--- src/rtl/unsigned_mul_8x8_ha_array_accum.sv ---
// Accumulates four pre-reduced half-adder array rows into a saturated 16-bit product,
// summing ROWS_PER_CYCLE rows per clock behind a valid/ready handshake on each side.
module unsigned_mul_8x8_ha_array_accum #(
  parameter int unsigned ROWS_PER_CYCLE = 1
) (
  input  logic        clk,
  input  logic        rst_n,
  input  logic [6:0]  ha_array_0_b,
  input  logic [6:0]  ha_array_1_b,
  input  logic [6:0]  ha_array_2_b,
  input  logic [6:0]  ha_array_3_b,
  input  logic [8:0]  ha_array_0_t,
  input  logic [8:0]  ha_array_1_t,
  input  logic [8:0]  ha_array_2_t,
  input  logic [8:0]  ha_array_3_t,
  input  logic        in_valid,
  output logic        in_ready,
  output logic [15:0] product,
  output logic        ovf,
  output logic        out_valid,
  input  logic        out_ready
);

  if (!(ROWS_PER_CYCLE == 1 || ROWS_PER_CYCLE == 2 || ROWS_PER_CYCLE == 4)) begin : gen_bad_rpc
    $error("ROWS_PER_CYCLE must be 1, 2 or 4");
  end

  localparam logic [2:0] RowStep = 3'(ROWS_PER_CYCLE);

  typedef enum logic [1:0] {StIdle, StAcc, StDone} state_e;

  state_e      state_q, state_d;
  logic        armed_q;
  logic [2:0]  idx_q, idx_d;
  logic [16:0] acc_q, acc_d;
  logic [6:0]  b_q [4];
  logic [8:0]  t_q [4];
  logic [10:0] row_val [4];
  logic [16:0] row_sum;
  logic        accept;

  // armed_q holds in_ready low until the first edge after reset release
  assign in_ready  = armed_q && (state_q == StIdle);
  assign out_valid = (state_q == StDone);
  assign accept    = in_valid && in_ready;
  assign product   = !out_valid ? 16'h0000 : (acc_q[16] ? 16'hFFFF : acc_q[15:0]);
  assign ovf       = out_valid && acc_q[16];

  always_comb begin
    for (int k = 0; k < 4; k++) begin
      row_val[k] = {2'b00, t_q[k]} + {2'b00, b_q[k], 2'b00};
    end
  end

  // Sum only the rows in the window [idx_q, idx_q + ROWS_PER_CYCLE)
  always_comb begin
    row_sum = '0;
    for (int k = 0; k < 4; k++) begin
      if (k >= int'(idx_q) && k < int'(idx_q) + int'(ROWS_PER_CYCLE)) begin
        row_sum = row_sum + (17'(row_val[k]) << (2 * k));
      end
    end
  end

  always_comb begin
    state_d = state_q;
    idx_d   = idx_q;
    acc_d   = acc_q;
    unique case (state_q)
      StIdle: begin
        if (accept) begin
          state_d = StAcc;
          idx_d   = '0;
          acc_d   = '0;
        end
      end
      StAcc: begin
        acc_d = acc_q + row_sum;
        idx_d = idx_q + RowStep;
        if (idx_q + RowStep == 3'd4) begin
          state_d = StDone;
        end
      end
      StDone: begin
        if (out_ready) begin
          state_d = StIdle;
        end
      end
      default: state_d = StIdle;
    endcase
  end

  always_ff @(posedge clk or negedge rst_n) begin
    if (!rst_n) begin
      state_q <= StIdle;
      armed_q <= 1'b0;
      idx_q   <= '0;
      acc_q   <= '0;
      for (int k = 0; k < 4; k++) begin
        b_q[k] <= '0;
        t_q[k] <= '0;
      end
    end else begin
      state_q <= state_d;
      armed_q <= 1'b1;
      idx_q   <= idx_d;
      acc_q   <= acc_d;
      if (accept) begin
        b_q[0] <= ha_array_0_b;
        b_q[1] <= ha_array_1_b;
        b_q[2] <= ha_array_2_b;
        b_q[3] <= ha_array_3_b;
        t_q[0] <= ha_array_0_t;
        t_q[1] <= ha_array_1_t;
        t_q[2] <= ha_array_2_t;
        t_q[3] <= ha_array_3_t;
      end
    end
  end

endmodule

--- config.mk ---
export PLATFORM = sky130hd
export DESIGN_NAME = unsigned_mul_8x8_ha_array_accum
export DESIGN_NICKNAME = d
export VERILOG_FILES = /design/src/rtl/unsigned_mul_8x8_ha_array_accum.sv
export SDC_FILE = /design/constraint.sdc
export NUM_CORES = 1
export LEC_CHECK = 0
export BUFFER_PORTS_ARGS = -buffer_cell sky130_fd_sc_hd__clkbuf_2
export CAP_MARGIN = 25
export CORE_MARGIN = 4
export CORE_UTILIZATION = 35
export CTS_CLUSTER_DIAMETER = 60
export DETAILED_ROUTE_END_ITERATION = 8
export HOLD_SLACK_MARGIN = 0.08
export SYNTH_ARGS = -nofsm -noshare
export SYNTH_HDL_FRONTEND = slang
export SYNTH_SLANG_ARGS = --single-unit
--- constraint.sdc ---
create_clock -name clk -period 11.2 [get_ports clk]
set_input_delay 1.68 -clock clk [delete_from_list [all_inputs] [get_ports clk]]
set_output_delay 1.68 -clock clk [all_outputs]
set_load 0.1 [all_outputs]
==> results.txt <==
Yosys reg bits -> 87
Post-route cell area -> 7760 sq um
Fin nets -> 944
Post-synthesis cell count -> 712
1st-iter DRT viols -> 220
Avg Cell Area, Syn -> 9.46 sq um
Slew Limit Fails -> 0
Multiplexer share of the synthesized area -> 11.0%
Share of the synthesized area in the top cell type -> 32.3%
Pin count of the biggest net entering global routing -> 87
Synth Net Count -> 863
CTS tree -> done
Setup violations, final -> 0
CTS H-tree depth -> 3
Crit-path leading delay family -> compound AO/OA/AOI/OAI gates
Worst Max-Slew Pin Slew -> 0.708 ns
Clk_lat worst skew -> 0.35 ns
Synth Area in Adders -> 16.3%
Ys Warns -> 0
Via count -> 5175
Compound-Gate Fraction of Synth Area -> 18.2%
RSZ-0062 raised after global routing -> no
Grt total ovfl -> 0
Die X -> 147 microns
Slew Limit Headroom -> 52.8%
Postcts setup bufs -> 0
Mapped cell area -> 6730 sq um
Core area -> 18800 sq um
DRC Markers -> 0
Fillcell total -> 1883
Util after Layout -> 41.2%
Routed wire length -> 14.7 mm
Status -> completed
Maxcap violations -> 0
Ys flop type -> dfrtp_1
Detail Route Antenna Nets -> 0
Initial antenna violation count -> 0
WL/cell -> 13.9 microns
Layout area overhead -> 15.2%
Clk root buf -> clkbuf_16
First-pass GRT wire length -> 24.9 mm
Gpl congestion -> 0.877
Worst clock skew -> 0.00584 ns
Port Buffers -> 86
CP required -> 11.48 ns
Worst-path maximum fanout -> 8
Max Freq -> 137 MHz
Total clock sinks -> 87
Dpl hpwl -> 11.4 mm
Via count of the first global-routing pass -> 5102
Clk buf depth -> 2
FFs w/ async S/R, synth -> 100%
DP Area -> 7420 sq um
Yosys top cell by area -> dfrtp_1
Sequential cell area -> 2180 sq um
Worst-path clk slew -> 0.07 ns
Synth top area cells -> dfrtp_1 (32%), ha_1 (14%), mux2_2 (11%)
Crit path largest cell delay -> 0.48 ns
Final Cycle Share -> 65.2%
Most common cell on crit path -> ha_1
Post-synthesis simple-gate area fraction -> 12.3%
Post-CTS sizing -> 0
Post-synthesis xor/xnor area fraction -> 6.24%
Post-route setup TNS -> 0 ns
# hold bufs at CTS -> 0
Via density -> 4.89
Multi-input gate area -> 4320 sq um
Row count -> 50
Antenna Cells -> 0
Share of layout cells above drive strength 1 -> 22.8%
Distinct cell type count after synthesis -> 56
Sequential share of the synthesized area -> 32.3%
CTS buffer count -> 9
Starting density of the core -> 35.8%
Final Hold Viols -> 0
CP Data Arrival Time -> 7.58 ns
Die height -> 147 microns
Largest family of logic cells by synthesized area -> compound AO/OA/AOI/OAI gates
Post-route minimum period -> 7.30 ns
Slowest CP cell -> dfrtp_1
Number of synthesized flops with an enable pin -> 0
Crit path capture type -> flop
Nature of the critical path startpoint -> flop
Buf+Inv Stages, Crit Path -> 3
Initial DRT Pass Iterations -> 4
Io pins -> 87
Critical path class -> reg -> reg
Die area -> 21500 sq um
Hold Path Class -> reg -> reg
Total GRT Usage -> 14.1%
layout by cell type, fill, tap and decap left out, types with 4 or more instances in the layout:
| master | instances |
|---|---|
| a211oi_1 | 10 |
| inv_1 | 32 |
| o22ai_1 | 14 |
| o21bai_1 | 11 |
| o41ai_1 | 4 |
| nand2_1 | 52 |
| or3_1 | 4 |
| a21o_1 | 21 |
| a21oi_1 | 37 |
| o21a_1 | 19 |
| buf_4 | 6 |
| o31ai_1 | 4 |
| dfrtp_1 | 87 |
| xnor2_1 | 32 |
| clkbuf_2 | 85 |
| ha_1 | 75 |
| clkbuf_16 | 9 |
| fa_1 | 8 |
| nor2_1 | 75 |
| nand3_1 | 5 |
| and2_1 | 7 |
| nor3_1 | 17 |
| nor2b_1 | 7 |
| xor2_1 | 16 |
| o21ai_0 | 43 |
| nand2b_1 | 6 |
| mux2_2 | 66 |
| a31oi_1 | 6 |
flip-flops by register name (all words and copies together) (netlist names):
signal   flops
state_q      2
b_q         28
armed_q      1
t_q         36
idx_q        3
acc_q       17
stage by stage:
| step | setup slack, ns | hold slack, ns | std cells |
|---|---|---|---|
| after floorplan | 4.65 | 0.472 | 712 |
| after global placement | 4.15 | 0.498 | 1040 |
| after detailed placement | 3.89 | 0.504 | 1040 |
| after CTS | 3.88 | 0.519 | 1056 |
| after global routing | 3.19 | 0.529 | 1058 |
| final | 3.90 | 0.514 | 1058 |
cells by family after synthesis:
| group | Yosys count |
|---|---|
| compound gates | 187 |
| simple gates | 185 |
| flops | 87 |
| fa+ha+maj | 83 |
| mux | 66 |
| buf+inv | 55 |
| xor+xnor | 48 |
| other cells | 1 |
per-layer routing:
layer | track usage (%) | wire length [microns]
met1 | 19.6 | 7430
met2 | 21.9 | 6460
met3 | 3.15 | 602
met4 | 4.19 | 212
met5 | 0 | 0
synth_stat cells, types with 2 or more instances:
master,count
nand2_1,52
nor2b_1,7
buf_1,2
and3_1,2
o211ai_1,2
and2_1,8
buf_2,6
o41ai_1,4
xnor2_1,32
o22ai_1,14
a31oi_1,6
a21oi_1,37
o21a_1,19
inv_1,32
a211oi_1,10
fa_1,8
ha_1,75
clkbuf_1,12
a21o_1,21
a211o_1,2
o32ai_1,2
or3_1,4
nand2b_1,6
o21ai_0,43
clkbuf_8,2
nand3_1,5
mux2_2,66
nor2_1,75
dfrtp_1,87
xor2_1,16
o31ai_1,4
nor3_1,17
o21bai_1,11
area by class of cell:
| class | count | area share, % |
|---|---|---|
| clock buffers | 12 | 3.31 |
| clock inverters | 4 | 0.371 |
| inverters | 32 | 1.55 |
| multi-input cells | 570 | 55.7 |
| flip-flops and latches | 87 | 28.1 |
| well taps | 260 | 4.19 |
| repair buffers | 93 | 6.78 |
worst paths after layout:
path | cells after the start | to | slack (ns) | start
max | 37 | acc_q[16]$_DFFE_PN0P_ | 3.90 | idx_q[1]$_DFFE_PN0P_
min | 1 | b_q[0]$_DFFE_PN0P_ | 0.51 | b_q[0]$_DFFE_PN0P_
max reg2reg | 37 | acc_q[16]$_DFFE_PN0P_ | 3.90 | idx_q[1]$_DFFE_PN0P_
min reg2reg | 1 | b_q[0]$_DFFE_PN0P_ | 0.51 | b_q[0]$_DFFE_PN0P_
max in group asynchronous | 2 | b_q[19]$_DFFE_PN0P_ | 8.86 | rst_n
min in group asynchronous | 1 | t_q[2]$_DFFE_PN0P_ | 1.30 | rst_n
Power is left out: the tool's default activity adds up to more than one toggle a clock period on the data nets, which glitch-free logic cannot reach.
